`src/rtl/alu_driver_if.sv`:
```
// alu_driver_if: command and response handshake bundle for alu_driver.
// The master side offers commands and consumes responses; the slave side
// (alu_driver) accepts commands and presents responses.
interface alu_driver_if #(
  parameter int WIDTH = 32
);
  logic             cmd_valid;
  logic             cmd_ready;
  logic [2:0]       cmd_op;
  logic [WIDTH-1:0] cmd_a;
  logic [WIDTH-1:0] cmd_b;

  logic             rsp_valid;
  logic             rsp_ready;
  logic [WIDTH-1:0] rsp_r;
  logic             rsp_z;
  logic [2:0]       rsp_op;

  modport master (
    output cmd_valid, cmd_op, cmd_a, cmd_b, rsp_ready,
    input  cmd_ready, rsp_valid, rsp_r, rsp_z, rsp_op
  );

  modport slave (
    input  cmd_valid, cmd_op, cmd_a, cmd_b, rsp_ready,
    output cmd_ready, rsp_valid, rsp_r, rsp_z, rsp_op
  );
endinterface

```
`src/rtl/alu_driver.sv`:
```
// alu_driver: command-side initiator for the registered 32-bit ALU.
// Commands are buffered in a DEPTH-entry FIFO and issued one at a time;
// the FSM waits out the ALU's one-cycle registered latency, captures R and
// Zflag, and returns them in command order over a valid/ready response.
// Optional feature: define ALU_DRV_STATS_EN to add the stat_ops/stat_zero
// response counters (16-bit, wrapping).
module alu_driver #(
  parameter int WIDTH = 32,
  parameter int DEPTH = 4
) (
  input  logic             clk,
  input  logic             rst_n,
  alu_driver_if.slave      bus,
  output logic [WIDTH-1:0] alu_a,
  output logic [WIDTH-1:0] alu_b,
  output logic [2:0]       alu_sel,
  input  logic [WIDTH-1:0] alu_r,
  input  logic             alu_z,
  output logic             busy
`ifdef ALU_DRV_STATS_EN
  ,
  output logic [15:0]      stat_ops,
  output logic [15:0]      stat_zero
`endif
);

  localparam int AW = $clog2(DEPTH);

  localparam logic [1:0] S_IDLE = 2'd0;
  localparam logic [1:0] S_EXEC = 2'd1;
  localparam logic [1:0] S_CAPT = 2'd2;
  localparam logic [1:0] S_HOLD = 2'd3;

  logic [1:0]       state;
  logic [2:0]       op_q;

  logic [2:0]       mem_op [DEPTH];
  logic [WIDTH-1:0] mem_a  [DEPTH];
  logic [WIDTH-1:0] mem_b  [DEPTH];
  logic [AW-1:0]    wr_ptr;
  logic [AW-1:0]    rd_ptr;
  logic [AW:0]      count;

  logic             push;
  logic             pop;
  logic             fifo_empty;

  // cmd_ready depends on the FIFO count alone, never on cmd_valid or rsp_ready.
  assign bus.cmd_ready = (count != (AW+1)'(DEPTH));
  assign fifo_empty    = (count == '0);
  assign busy          = (state != S_IDLE) || !fifo_empty;

  // Handshake decode: a pop happens whenever the FSM issues the FIFO head.
  always_comb begin
    // NOTE: every always_comb output gets a default first so no latch is inferred.
    push = 1'b0;
    pop  = 1'b0;
    push = bus.cmd_valid && bus.cmd_ready;
    if (!fifo_empty) begin
      pop = (state == S_IDLE) || ((state == S_HOLD) && bus.rsp_ready);
    end
  end

  // FIFO storage write.
  always_ff @(posedge clk) begin
    // NOTE: the storage array is deliberately not reset; count gates every read.
    if (push) begin
      mem_op[wr_ptr] <= bus.cmd_op;
      mem_a[wr_ptr]  <= bus.cmd_a;
      mem_b[wr_ptr]  <= bus.cmd_b;
    end
  end

  // FIFO pointers and occupancy; simultaneous push and pop keeps the count.
  always_ff @(posedge clk or negedge rst_n) begin
    // NOTE: sequential state is updated with non-blocking assignments only.
    if (!rst_n) begin
      wr_ptr <= '0;
      rd_ptr <= '0;
      count  <= '0;
    end else begin
      if (push) wr_ptr <= wr_ptr + 1'b1;
      if (pop)  rd_ptr <= rd_ptr + 1'b1;
      case ({push, pop})
        2'b10:   count <= count + 1'b1;
        2'b01:   count <= count - 1'b1;
        default: count <= count;
      endcase
    end
  end

  // Issue/execute/capture/hold sequencer driving the ALU and the response side.
  always_ff @(posedge clk or negedge rst_n) begin
    if (!rst_n) begin
      state         <= S_IDLE;
      op_q          <= '0;
      alu_a         <= '0;
      alu_b         <= '0;
      alu_sel       <= '0;
      bus.rsp_valid <= 1'b0;
      bus.rsp_r     <= '0;
      bus.rsp_z     <= 1'b0;
      bus.rsp_op    <= '0;
    end else begin
      case (state)
        S_IDLE: begin
          if (pop) begin
            alu_a   <= mem_a[rd_ptr];
            alu_b   <= mem_b[rd_ptr];
            alu_sel <= mem_op[rd_ptr];
            op_q    <= mem_op[rd_ptr];
            state   <= S_EXEC;
          end
        end
        // The ALU registers its inputs at the edge that leaves EXEC.
        S_EXEC: state <= S_CAPT;
        S_CAPT: begin
          bus.rsp_r     <= alu_r;
          bus.rsp_z     <= alu_z;
          bus.rsp_op    <= op_q;
          bus.rsp_valid <= 1'b1;
          state         <= S_HOLD;
        end
        S_HOLD: begin
          if (bus.rsp_ready) begin
            bus.rsp_valid <= 1'b0;
            if (pop) begin
              alu_a   <= mem_a[rd_ptr];
              alu_b   <= mem_b[rd_ptr];
              alu_sel <= mem_op[rd_ptr];
              op_q    <= mem_op[rd_ptr];
              state   <= S_EXEC;
            end else begin
              state <= S_IDLE;
            end
          end
        end
        default: state <= S_IDLE;
      endcase
    end
  end

`ifdef ALU_DRV_STATS_EN
  // Response counters: every handshake, and handshakes carrying a zero result.
  always_ff @(posedge clk or negedge rst_n) begin
    if (!rst_n) begin
      stat_ops  <= '0;
      stat_zero <= '0;
    end else if (bus.rsp_valid && bus.rsp_ready) begin
      stat_ops <= stat_ops + 1'b1;
      if (bus.rsp_z) stat_zero <= stat_zero + 1'b1;
    end
  end
`endif

endmodule

```
`src/flat_wrapper.sv`:
```
// flat-port wrapper written by rule: the top's interface ports become plain ports
module alu_driver_flat 
#(
  parameter int WIDTH = 32,
  parameter int DEPTH = 4
)
  (clk, rst_n, alu_a, alu_b, alu_sel, alu_r, alu_z, busy, bus_cmd_valid, bus_cmd_op, bus_cmd_a, bus_cmd_b, bus_rsp_ready, bus_cmd_ready, bus_rsp_valid, bus_rsp_r, bus_rsp_z, bus_rsp_op);
  alu_driver_if #(.WIDTH(WIDTH)) bus_i ();
  input  logic clk;
  input  logic rst_n;
  output logic [WIDTH-1:0] alu_a;
  output logic [WIDTH-1:0] alu_b;
  output logic [2:0] alu_sel;
  input  logic [WIDTH-1:0] alu_r;
  input  logic alu_z;
  output logic busy;
  input wire logic [$bits(bus_i.cmd_valid)-1:0] bus_cmd_valid;
  input wire logic [$bits(bus_i.cmd_op)-1:0] bus_cmd_op;
  input wire logic [$bits(bus_i.cmd_a)-1:0] bus_cmd_a;
  input wire logic [$bits(bus_i.cmd_b)-1:0] bus_cmd_b;
  input wire logic [$bits(bus_i.rsp_ready)-1:0] bus_rsp_ready;
  output wire logic [$bits(bus_i.cmd_ready)-1:0] bus_cmd_ready;
  output wire logic [$bits(bus_i.rsp_valid)-1:0] bus_rsp_valid;
  output wire logic [$bits(bus_i.rsp_r)-1:0] bus_rsp_r;
  output wire logic [$bits(bus_i.rsp_z)-1:0] bus_rsp_z;
  output wire logic [$bits(bus_i.rsp_op)-1:0] bus_rsp_op;
  assign bus_i.cmd_valid = bus_cmd_valid;
  assign bus_i.cmd_op = bus_cmd_op;
  assign bus_i.cmd_a = bus_cmd_a;
  assign bus_i.cmd_b = bus_cmd_b;
  assign bus_i.rsp_ready = bus_rsp_ready;
  assign bus_cmd_ready = bus_i.cmd_ready;
  assign bus_rsp_valid = bus_i.rsp_valid;
  assign bus_rsp_r = bus_i.rsp_r;
  assign bus_rsp_z = bus_i.rsp_z;
  assign bus_rsp_op = bus_i.rsp_op;
  alu_driver #(.WIDTH(WIDTH), .DEPTH(DEPTH)) u_core (.clk(clk), .rst_n(rst_n), .bus(bus_i), .alu_a(alu_a), .alu_b(alu_b), .alu_sel(alu_sel), .alu_r(alu_r), .alu_z(alu_z), .busy(busy));
endmodule
```
`config.mk`:
```
export PLATFORM = sky130hd
export DESIGN_NAME = alu_driver_flat
export DESIGN_NICKNAME = d
export VERILOG_FILES = /design/src/rtl/alu_driver_if.sv /design/src/rtl/alu_driver.sv /design/src/flat_wrapper.sv
export SDC_FILE = /design/constraint.sdc
export NUM_CORES = 1
export LEC_CHECK = 0
export ABC_AREA = 1
export CORE_MARGIN = 1
export CORE_UTILIZATION = 45
export DETAILED_ROUTE_END_ITERATION = 10
export PLACE_DENSITY = 0.68
export SETUP_SLACK_MARGIN = 0.15
export SLEW_MARGIN = 15
export SYNTH_ARGS = -nofsm -noshare
export SYNTH_HDL_FRONTEND = slang
export SYNTH_SLANG_ARGS = --single-unit
```
`constraint.sdc`:
```
create_clock -name clk -period 8.43 [get_ports clk]
set_input_delay 2.1075 -clock clk [delete_from_list [all_inputs] [get_ports clk]]
set_output_delay 2.1075 -clock clk [all_outputs]
set_load 0.05 [all_outputs]
```
# Yosys cells after proc, flatten, opt, wreduce, memory -nomap -nowiden
# Memory sizes are Yosys's and may differ from the RTL's.
# Cells that the tools add are included.
op_classes:
  reduce_logical: 14
  mux: 22
  n_addsub: 4
  eq_ne: 8
op_table:
  columns: ["cell", "n"]
  rows:
  - ["$mux W32", 4]
  - ["$pmux W32 S2", 2]
  - ["$pmux W3 S2", 3]
  - ["$mux W3", 4]
  - ["$pmux W2 S4", 1]
  - ["$reduce_bool A2 Y1", 4]
  - ["$eq A2 B2 Y1 const B", 3]
  - ["$reduce_and A2 Y1", 3]
  - ["$mux W1", 5]
  - ["$add A2 B1 Y2 const B", 2]
  - ["$eq A2 B1 Y1 const B", 2]
  - ["$mux W2", 2]
  - ["$add A3 B1 Y3 const B", 1]
  - ["$logic_not A3 Y1", 1]
  - ["$ne A3 B3 Y1 const B", 1]
  - ["$sub A3 B1 Y3 const B", 1]
  - ["$logic_and A1 B1 Y1", 2]
  - ["$logic_not A2 Y1", 1]
  - ["$logic_or A1 B1 Y1", 2]
  - ["$ne A2 B1 Y1 const B", 1]
  - ["$ne A2 B2 Y1 const B", 1]
  - ["$pmux W1 S2", 1]
  - ["$logic_not A1 Y1", 1]
word_totals:
  word_cells: 63
  output_inout_bits: 106
  ramBits: 268
  reg_bits: 116
  memories: 3
  input_bits: 104
memory_table:
  columns: ["memory", "depth", "word_bits", "rd", "rd_clocked_by_memory_dff", "wr", "line_no", "rtl"]
  rows:
  - ["u_core.mem_a", 4, 32, 1, 0, 1, "alu_driver.sv:38", "logic [WIDTH-1:0] mem_a [DEPTH];"]
  - ["u_core.mem_b", 4, 32, 1, 0, 1, "alu_driver.sv:39", "logic [WIDTH-1:0] mem_b [DEPTH];"]
  - ["u_core.mem_op", 4, 3, 1, 0, 1, "alu_driver.sv:37", "logic [2:0] mem_op [DEPTH];"]

# Depth between registers and ports, before layout
# Gate-level depths: netlist (run 1).
logic_depth:
  depth_word: 7
  ltp_mapped: 11
  mapped_depth_nobuf: 11

# Worst setup path before layout (run 1)
# No wires, ideal clock.
synth_path:
  path_kind: "input to register"
  from: "input bus_cmd_valid"
  to: "memory u_core.mem_a[0][0], enable pin"
  arrival_ns: 5.118
  setup_time_ns: 0.493
  path_stages: 2
  setup_slack_ns: 2.819
  path_buffers: 0
  t_required_ns: 7.937
  path_cell_list: "nand2_1 nor2_1"
synth_between:
  elab_chain_len: 3
synth_lines:
  columns: ["element", "line_no", "rtl"]
  rows:
  - ["from (decl)", "flat_wrapper.sv:17", "input wire logic [$bits(bus_i.cmd_valid)-1:0] bus_cmd_valid;"]
  - ["$logic_and A1 B1 Y1", "alu_driver.sv:58", "push = bus.cmd_valid && bus.cmd_ready;"]
  - ["$mux W1", "alu_driver.sv:67", "if (push) begin"]
  - ["$mux W1 (not written as such)", "alu_driver.sv:69", "mem_a[wr_ptr] <= bus.cmd_a;"]
  - ["to (decl)", "alu_driver.sv:38", null]
# Every way passes these cells.

# Final worst setup path (run 1)
layout_path:
  from: "register u_core.state[0]"
  to: "output busy"
layout_between:
  elab_chain_len: 2
layout_lines:
  columns: ["element", "line_no", "rtl"]
  rows:
  - ["from (decl)", "alu_driver.sv:34", "logic [1:0] state;"]
  - ["from (signal assigned)", "alu_driver.sv:95", "state <= S_IDLE;"]
  - ["from (signal assigned)", "alu_driver.sv:112", "state <= S_EXEC;"]
  - ["from (signal assigned)", "alu_driver.sv:116", "S_EXEC: state <= S_CAPT;"]
  - ["$reduce_bool A2 Y1", "alu_driver.sv:51", "assign busy = (state != S_IDLE) || !fifo_empty;"]
  - ["$logic_or A1 B1 Y1", "alu_driver.sv:51", null]
  - ["to (decl)", "flat_wrapper.sv:16", "output logic busy;"]
# Every way passes these cells.

==> results by group, run 1 <==
Drt
  • DRT iter0 DRCs: 577
  • Final ANT Viol Nets: 0
  • Routed WL per cell: 15.37 microns
  • First-pass DRT Iterations: 5
  • Routed vias/inst: 4.735
  • Via count: 9607
  • Final wirelength: 31.19 mm
  • DR DRC count: 0

Timing
  • Final setup viols: 0
  • Fmax achieved: 0.2279 GHz
  • Hold_ws: 0.4720 ns
  • Min cycle time layout: 4.388 ns
  • RSZ-0062 raised after global routing: false
  • Final period util: 0.5206
  • Hold Fails Final Rpt: 0
  • Pins Over Slew Limit: 0
  • Slew HR: 0.3191
  • Least-Margin Pin Slew: 1.021 ns
  • Setup Skew: 0.01669 ns
  • Setup TNS: 0 ns

Synth
  • Main synth FF type: edfxtp_1
  • Warnings, synthesis: 0
  • Most common cell in the netlist: nand2_1
  • Synth top area share: 0.5340
  • Netlist cell types: 22
  • Syn Inst Count: 1354
  • Post-Syn Nets: 1468
  • Top cells by area, synth: edfxtp_1, nand2_1, dfrtp_1
  • Seq/Total Area, Yosys: 0.7216
  • Most frequent cells after synthesis: nand2_1, edfxtp_1, dfrtp_1
  • Synth Register Bits: 381
  • Number of synthesized flops with an enable pin: 268
  • Avg Cell Area, Syn: 11.13 sq um
  • Mapped Area: 15070 sq um
  • Post-synth ARST share: 0.2966
  • Yosys top cell by area: edfxtp_1

Global routing
  • Gr ovfl total: 0
  • First-pass GRT wire length: 48.98 mm
  • Largest net degree at the start of global routing: 109
  • Gr usage total: 0.1844
  • Vias in the first global route: 9469
  • Initial antenna violation count: 1

Clock tree
  • CTS tree: yes
  • Setup repair bufs after CTS: 0
  • Max H-tree Level: 2
  • CTS root buf: clkbuf_16
  • Clk buf depth: 3
  • Clk sinks: 381
  • Post-CTS sizing: 0
  • Latest clock arrival within the worst-skew pair: 0.53 ns
  • Worst-path clk slew: 0.06 ns
  • Hold-fix buffers at CTS: 0
  • Num CTS Buffers: 40

Power and ir drop
  • Pwr dens: 413.8 nW/um^2
  • Peak VDD IR: 0.2371 mV
  • Static leakage: 0.008093 uW
  • Post-layout power: 7801 uW

Placed design
  • Detailed placement HPWL: 17.69 mm
  • Placed cell count: 1955
  • Placement Cell Area: 17480 sq um
  • Placer Congestion: 0.6967
  • Buffers added on ports: 209

Setup path
  • Max Fanout on Critical Path: 5
  • R2R Setup Slk: 5.77 ns
  • Reg2reg end: u_core.alu_b[20]
  • WP data required: 6.32 ns
  • Worst Reg-to-Reg Cells: 8
  • Kind of critical path: flop to primary output
  • Setup crit start kind: flop
  • Crit path DAT: 2.28 ns
  • FF-to-FF Start: u_core.rd_ptr[0]
  • CP Capture Type: primary output

Worst hold path
  • Worst Hold Class: flop to flop
  • Hold worst-path end: u_core.alu_b[10]
  • Hold_sp: u_core.alu_b[10]
  • WHS Path Cells: 2

Die
  • I/O Pins: 210
  • Die ar.: 34230 sq um
  • Site Rows: 66
  • CORE AREA: 32780 sq um
  • Die width: 185.0 microns
  • Die height: 185.0 microns
  • Initial Utilization: 0.4597

Layout
  • # diodes: 0
  • Share of post-route cells with drive strength above 1: 0.07940
  • Nets: 1669
  • Layout area overhead: 25.09%
  • Post-route cell area: 18850 sq um
  • Final Non-Filler Cells: 2029

Job
  • Max Cap Viol: 0

Run status
  • Status: completed
[cell families after synthesis]
group / synth area share
adder cells (fa/ha/maj): 0.008800
flip-flops: 0.7216
AO/OA/AOI/OAI: 0.002490
XOR/XNOR: 0.002325
AND/OR/NAND/NOR: 0.2093
buffers and inverters: 0.02864
multiplexers: 0.02690
[routing by layer]
layer,track usage,routed length (microns),up-vias
li1,-,-,4764
met1,0.2383,13760,4586
met2,0.3198,15450,209
met3,0.02576,1287,48
met4,0.06017,688,0
met5,0,0,-
[worst max-delay path: stages (launching register included)]
cell	delay [ns]
dfrtp_1	0.39
inv_1	0.09
ha_1	0.23
nand3_1	0.19
clkdlybuf4s50_1	0.85
[worst max-delay path by stage]
| stage | from | end | slack, ns | cells past startpoint |
|---|---|---|---|---|
| final | u_core.state[0] | busy | 4.04 | 4 |
| after global routing | u_core.state[0] | busy | 3.93 | 4 |
| after CTS | u_core.state[0] | busy | 4.01 | 4 |
| after detailed placement | bus_cmd_valid | u_core.mem_a[0][25] | 4.16 | 4 |
| after global placement | bus_cmd_valid | u_core.mem_a[1][7] | 4.16 | 4 |
| after floorplan | bus_cmd_valid | u_core.mem_a[0][0] | 2.82 | 2 |
[stage by stage]
| stage | setup slack (ns) | utilization |
|---|---|---|
| 5_1_grt | 3.925 | 0.5751 |
| 3_5_place_dp | 4.164 | 0.5331 |
| 6_report | 4.042 | 0.5751 |
| 2_1_floorplan | 2.819 | - |
| 3_3_place_gp | 4.163 | 0.5331 |
| 4_1_cts | 4.007 | 0.5750 |
[layout make-up]
class | instances | area (sq um)
Tap cell | 442 | 553.0
Timing Repair Buffer | 221 | 2183
Multi-Input combinational cell | 893 | 3795
Inverter | 18 | 70.07
Sequential cell | 381 | 10880
Clock inverter | 22 | 251.5
Fill cell | 2710 | 13930
Clock buffer | 52 | 1120
[sequential cells by signal, summed over array words and instances (netlist names)]
name,cells
u_core.mem_a,128
u_core.mem_b,128
u_core.alu_a,32
u_core.alu_b,32
u_core.bus.rsp_r,32
u_core.mem_op,12
u_core.bus.rsp_op,3
u_core.count,3
u_core.op_q,3
u_core.rd_ptr,2
u_core.state,2
u_core.wr_ptr,2
u_core.bus.rsp_valid,1
u_core.bus.rsp_z,1
[where the power goes]
| part | leakage (uW) | switching, uW | internal, uW |
|---|---|---|---|
| registers | 0.00383 | 211 | 2570 |
| logic | 0.00359 | 2230 | 988 |
| clock network | 0.000672 | 704 | 1100 |
[layout by cell type, fill, tap and decap left out, drive strengths merged, types with 2 or more instances in the layout]
| master | count |
|---|---|
| dfrtp | 113 |
| clkdlybuf4s50 | 208 |
| clkinv | 15 |
| clkbuf | 52 |
| nand3 | 3 |
| bufinv | 5 |
| o21ai | 3 |
| nand2 | 823 |
| xor2 | 2 |
| buf | 13 |
| or2 | 2 |
| a21oi | 3 |
| xnor2 | 2 |
| inv | 18 |
| mux2 | 36 |
| edfxtp | 268 |
| nor2 | 8 |
| ha | 9 |
| clkinvlp | 2 |
Power figures use the tool's default switching activity.
==> run 2: changes to the inputs <==
--- a/config.mk
+++ b/config.mk
@@ -9,7 +9,7 @@
 export CORE_MARGIN = 1
 export CORE_UTILIZATION = 45
 export DETAILED_ROUTE_END_ITERATION = 10
-export PLACE_DENSITY = 0.68
+export PLACE_DENSITY = 0.7
 export SETUP_SLACK_MARGIN = 0.15
 export SLEW_MARGIN = 15
 export SYNTH_ARGS = -nofsm -noshare
==> constraint.sdc (replaced) <==
create_clock -name clk -period 4 [get_ports clk]
set_input_delay 1 -clock clk [delete_from_list [all_inputs] [get_ports clk]]
set_output_delay 1 -clock clk [all_outputs]
set_load 0.05 [all_outputs]
==> run 2 against run 1 <==
Compared with the run above:
- clock-buffer cell count grew 12
- global-route usage up 0.54 points
- setup slack got worse by 3.4 ns
- via count is 2.0% higher
- routed wire length grew 2.7%
- power increased by 110%
- utilization decreased by 0.31 points
- clock power rose by 88%
- flip-flop and latch count is the same
- hold slack improved by 0.0046 ns
- critical path type unchanged
- critical endpoint unchanged
- largest power group unchanged
==> results by group, run 2 (synthesis gave the netlist of run 1 again) <==
Die
  • Initial Utilization: 0.4597
  • Die width: 185.0 microns
  • CORE AREA: 32780 sq um
  • Site Rows: 66
  • I/O Pins: 210
  • Die ar.: 34230 sq um
  • Die height: 185.0 microns

Drt
  • First-pass DRT Iterations: 5
  • Via count: 9798
  • Final ANT Viol Nets: 0
  • Routed vias/inst: 4.824
  • Final wirelength: 32.04 mm
  • DR DRC count: 0
  • DRT iter0 DRCs: 631
  • Routed WL per cell: 15.78 microns

Placed design
  • Detailed placement HPWL: 19.16 mm
  • Placer Congestion: 0.7132
  • Buffers added on ports: 209

Clock tree
  • Hold-fix buffers at CTS: 0
  • CTS tree: yes
  • Clk buf depth: 3
  • CTS root buf: clkbuf_16
  • Worst-path clk slew: 0.06 ns
  • Clk sinks: 381
  • Latest clock arrival within the worst-skew pair: 0.53 ns
  • Setup repair bufs after CTS: 0
  • Num CTS Buffers: 38
  • Post-CTS sizing: 0
  • Max H-tree Level: 2

Global routing
  • Initial antenna violation count: 0
  • Gr usage total: 0.1898
  • Gr ovfl total: 0
  • Vias in the first global route: 9570
  • Largest net degree at the start of global routing: 90
  • First-pass GRT wire length: 50.22 mm

Power and ir drop
  • Internal power: 9486 uW
  • Sw Ratio: 0.4102
  • Gate power share: 0.423
  • Sequential share of power: 0.367
  • Static leakage: 0.008042 uW
  • Pwr dens: 857.7 nW/um^2
  • Clk network pwr share: 0.210
  • Net Sw Power: 6597 uW
  • Peak VDD IR: 0.4380 mV

Setup path
  • R2R Setup Slk: 1.59 ns
  • CP Capture Type: primary output
  • WP data required: 3.00 ns
  • Crit path DAT: 2.33 ns
  • Reg2reg end: u_core.alu_a[2]
  • FF-to-FF Start: u_core.rd_ptr[0]
  • Worst Reg-to-Reg Cells: 8
  • Setup crit start kind: flop
  • Kind of critical path: flop to primary output
  • Max Fanout on Critical Path: 5

Timing
  • Fmax achieved: 0.3002 GHz
  • Hold Fails Final Rpt: 0
  • Setup TNS: 0 ns
  • Final setup viols: 0
  • Final period util: 0.8328
  • RSZ-0062 raised after global routing: false
  • Setup Skew: 0.009365 ns
  • Pins Over Slew Limit: 0
  • Min cycle time layout: 3.331 ns
  • Least-Margin Pin Slew: 0.9712 ns
  • Slew HR: 0.3525

Job
  • Max Cap Viol: 0

Layout
  • Nets: 1674
  • Layout area overhead: 24.41%
  • Largest registers: u_core.mem_a x128, u_core.mem_b x128
  • Reg area: 10880 sq um
  • # diodes: 0
  • Fill count: 2686
  • Area of the multi-input gates: 3800 sq um
  • Share of post-route cells with drive strength above 1: 0.07615
  • Layout Utilization: 0.5719
  • Commonest non-fill, non-tap cell in the layout: nand2_1
  • Most frequent cells in the layout: nand2_1, edfxtp_1, clkdlybuf4s50_1

Worst hold path
  • Worst Hold Class: input port to async pin

Run status
  • Status: completed
run 2: cell types whose count changed in the layout (fill, tap and decap cells not counted), moves of 2 or more:
cell	previous run	this run
clkbuf_1	8	18
buf_12	0	2
bufinv_16	5	0
clkbuf_16	43	39
clkinv_1	3	0
buf_4	12	17
clkbuf_8	1	7
clkinv_2	10	2
run 2: final cells by class:
type / instances / share of cell area
flip-flops and latches: 381 / 0.5803
multi-input cells: 893 / 0.2027
repair buffers: 228 / 0.1206
clock buffers: 64 / 0.06079
well taps: 442 / 0.02949
inverters: 18 / 0.003737
clock inverters: 5 / 0.002469
run 2: worst max path at each step:
stage | start | to | slack, ns | depth (start not counted)
finish | u_core.state[0] | busy | 0.67 | 4
global route | u_core.state[0] | busy | 0.56 | 4
CTS | u_core.state[0] | busy | 0.65 | 4
detailed placement | bus_rsp_ready | u_core.count[2] | 0.81 | 11
global placement | bus_rsp_ready | u_core.count[2] | 0.86 | 11
floorplan | bus_cmd_valid | u_core.mem_a[0][0] | -0.50 | 2
run 2: power by group through the flow:
stage          clock network (uW)  registers, uW  logic [uW]
3_3_place_gp                    0           5950        6780
2_1_floorplan                   0           7630        3160
6_report                     3380           5900        6800
4_1_cts                      3450           5920        6900
5_1_grt                      3610           6020        7460
3_5_place_dp                    0           5980        6880
run 2: worst max-delay path, cell delays in order, from the launching register on:
cell and delay [ns]:
dfrtp_1 0.39, inv_1 0.10, ha_1 0.24, nand3_1 0.18
clkdlybuf4s50_1 0.89
run 2: metrics by stage:
step / hold slack [ns] / instances / setup slack [ns] / area (sq um) / total power [uW]
final: 0.4766 / 2031 / 0.6689 / 18750 / 16080
after global placement: 0.4630 / 1962 / 0.8640 / 17560 / 12720
after floorplan: 0.4867 / 1354 / -0.5037 / 15070 / 10780
after global routing: 0.4958 / 2031 / 0.5624 / 18750 / 17090
after detailed placement: 0.4650 / 1962 / 0.8140 / 17560 / 12860
after CTS: 0.4810 / 2031 / 0.6504 / 18750 / 16260
run 2: per-layer routing:
| layer | up-vias | share of wire | global-route usage |
|---|---|---|---|
| met1 | 4681 | 0.42 | 0.2454 |
| met4 | 0 | 0.018 | 0.05256 |
| li1 | 4775 | - | - |
| met3 | 41 | 0.068 | 0.03401 |
| met5 | - | 0 | 0 |
| met2 | 301 | 0.49 | 0.3277 |
==> run 3: changes to the inputs <==
==> constraint.sdc (replaced) <==
create_clock -name clk -period 3.01 [get_ports clk]
set_input_delay 0.7525 -clock clk [delete_from_list [all_inputs] [get_ports clk]]
set_output_delay 0.7525 -clock clk [all_outputs]
set_load 0.05 [all_outputs]
==> run 3 against run 2 <==
Compared with the run above:
- design area increased by 1.4%
- sequential share of layout area decreased by 0.81 points
- routed wire length increased by 1.0%
- flip-flop and latch count unchanged
- critical path depth unchanged
- via count increased by 0.11%
- register-to-register slack got worse by 0.93 ns
- critical path type unchanged
- cell count increased by 0.49%
==> results by group, run 3 (synthesis gave the netlist of run 1 again) <==
Layout
  • Most frequent cells in the layout: nand2_1, edfxtp_1, clkdlybuf4s50_1
  • Layout Utilization: 0.5800
  • Largest registers: u_core.mem_a x128, u_core.mem_b x128
  • Commonest non-fill, non-tap cell in the layout: nand2_1
  • Fill count: 2620
  • Layout area overhead: 26.17%
  • Nets: 1680
  • Share of post-route cells with drive strength above 1: 0.08511
  • Final Non-Filler Cells: 2041

Drt
  • DRT iter0 DRCs: 574
  • First-pass DRT Iterations: 5
  • Routed vias/inst: 4.806
  • DR DRC count: 0
  • Final ANT Viol Nets: 0
  • Final wirelength: 32.37 mm
  • Routed WL per cell: 15.86 microns
  • Via count: 9809

Power and ir drop
  • Static leakage: 0.008169 uW
  • Sw Ratio: 0.4057
  • Post-layout power: 21920 uW
  • Sequential share of power: 0.353
  • Gate power share: 0.426
  • Clk network pwr share: 0.221
  • Internal power: 13030 uW
  • Net Sw Power: 8893 uW
  • Peak VDD IR: 0.7422 mV
  • Pwr dens: 1153 nW/um^2

Die
  • Initial Utilization: 0.4597
  • Die ar.: 34230 sq um
  • I/O Pins: 210
  • Die height: 185.0 microns
  • CORE AREA: 32780 sq um
  • Die width: 185.0 microns
  • Site Rows: 66

Setup path
  • Kind of critical path: flop to primary output
  • CP Capture Type: primary output
  • Crit path DAT: 1.99 ns
  • Max Fanout on Critical Path: 5
  • Setup crit start kind: flop
  • WP data required: 2.26 ns

Clock tree
  • CTS root buf: clkbuf_16
  • Setup repair bufs after CTS: 0
  • Clk buf depth: 3
  • Num CTS Buffers: 41
  • CTS tree: yes
  • Worst-path clk slew: 0.06 ns
  • Max H-tree Level: 2
  • Clk sinks: 381
  • Latest clock arrival within the worst-skew pair: 0.53 ns

Timing
  • Min cycle time layout: 2.739 ns
  • Fmax achieved: 0.3651 GHz
  • Final setup viols: 0
  • Final worst slack: 0.2712 ns
  • Hold Fails Final Rpt: 0
  • Slew HR: 0.3487
  • Hold_ws: 0.2831 ns
  • Final period util: 0.9099
  • Least-Margin Pin Slew: 0.9770 ns
  • Pins Over Slew Limit: 0
  • RSZ-0062 raised after global routing: false
  • Setup Skew: 0.01620 ns

Global routing
  • Initial antenna violation count: 4
  • Largest net degree at the start of global routing: 137
  • Gr ovfl total: 0
  • Gr usage total: 0.1930
  • Vias in the first global route: 9582
  • First-pass GRT wire length: 50.72 mm

Placed design
  • Placed cell count: 1965
  • DP Worst Slack: 0.08475 ns
  • Buffers added on ports: 209
  • Detailed placement HPWL: 18.40 mm
  • Placer Congestion: 0.7319

Run status
  • Status: completed

Job
  • Max Cap Viol: 0

Worst hold path
  • Worst Hold Class: input port to async pin
==> run 3: what timing repair did <==
item                       4_1_cts  5_1_grt
gates resized for setup          1        1
hold buffers                     0        0
setup endpoints to repair        1        1
==> run 3: per-layer routing <==
metal / vias up / track usage / wire length [microns]
met4: 4 / 0.05851 / 642
met5: - / 0 / 23
met2: 277 / 0.3280 / 15520
li1: 4810 / - / -
met1: 4672 / 0.2457 / 13890
met3: 46 / 0.04404 / 2300
==> run 3: final timing paths <==
path	startpoint	to	slack, ns	cells after the start
min reg2reg	u_core.alu_a[27]	u_core.alu_a[27]	0.48	2
min	rst_n	u_core.alu_b[10]	0.28	1
max	u_core.state[0]	busy	0.27	4
max in group asynchronous	rst_n	u_core.alu_b[8]	1.99	2
max reg2reg	u_core.state[0]	u_core.count[2]	0.66	10
min in group clk	u_core.alu_a[27]	u_core.alu_a[27]	0.48	2
==> run 3: power groups by stage <==
stage | sequential [uW] | clock, uW | combinational, uW
after floorplan | 10100 | 0 | 4210
after global placement | 7790 | 0 | 9300
after detailed placement | 7830 | 0 | 9450
after CTS | 7740 | 4940 | 9490
after global routing | 7880 | 5170 | 10200
final | 7740 | 4840 | 9340
==> run 3: cell type report <==
| cell class | count | area, sq um | share of cell area |
|---|---|---|---|
| Sequential cell | 381 | 10880 | 0.5722 |
| Multi-Input combinational cell | 893 | 3800 | 0.1998 |
| Timing Repair Buffer | 231 | 2392 | 0.1258 |
| Clock buffer | 49 | 1106 | 0.05817 |
| Tap cell | 442 | 553.0 | 0.02908 |
| Clock inverter | 26 | 211.5 | 0.01112 |
| Inverter | 18 | 70.07 | 0.003685 |
| Antenna cell | 1 | 2.502 | 0.0001316 |
==> run 3: critical path, stage by stage, from the launching register on <==
cell,delay [ns]
dfrtp_1,0.39
inv_1,0.11
ha_1,0.25
nand3_1,0.20
clkdlybuf4s15_1,0.53
==> run 3: stage by stage <==
stage               setup TNS [ns]  cell area (sq um)
floorplan                   -88.44              15080
global placement                 0              17700
detailed placement               0              17700
CTS                              0              19010
global route                     0              19010
finish                           0              19020
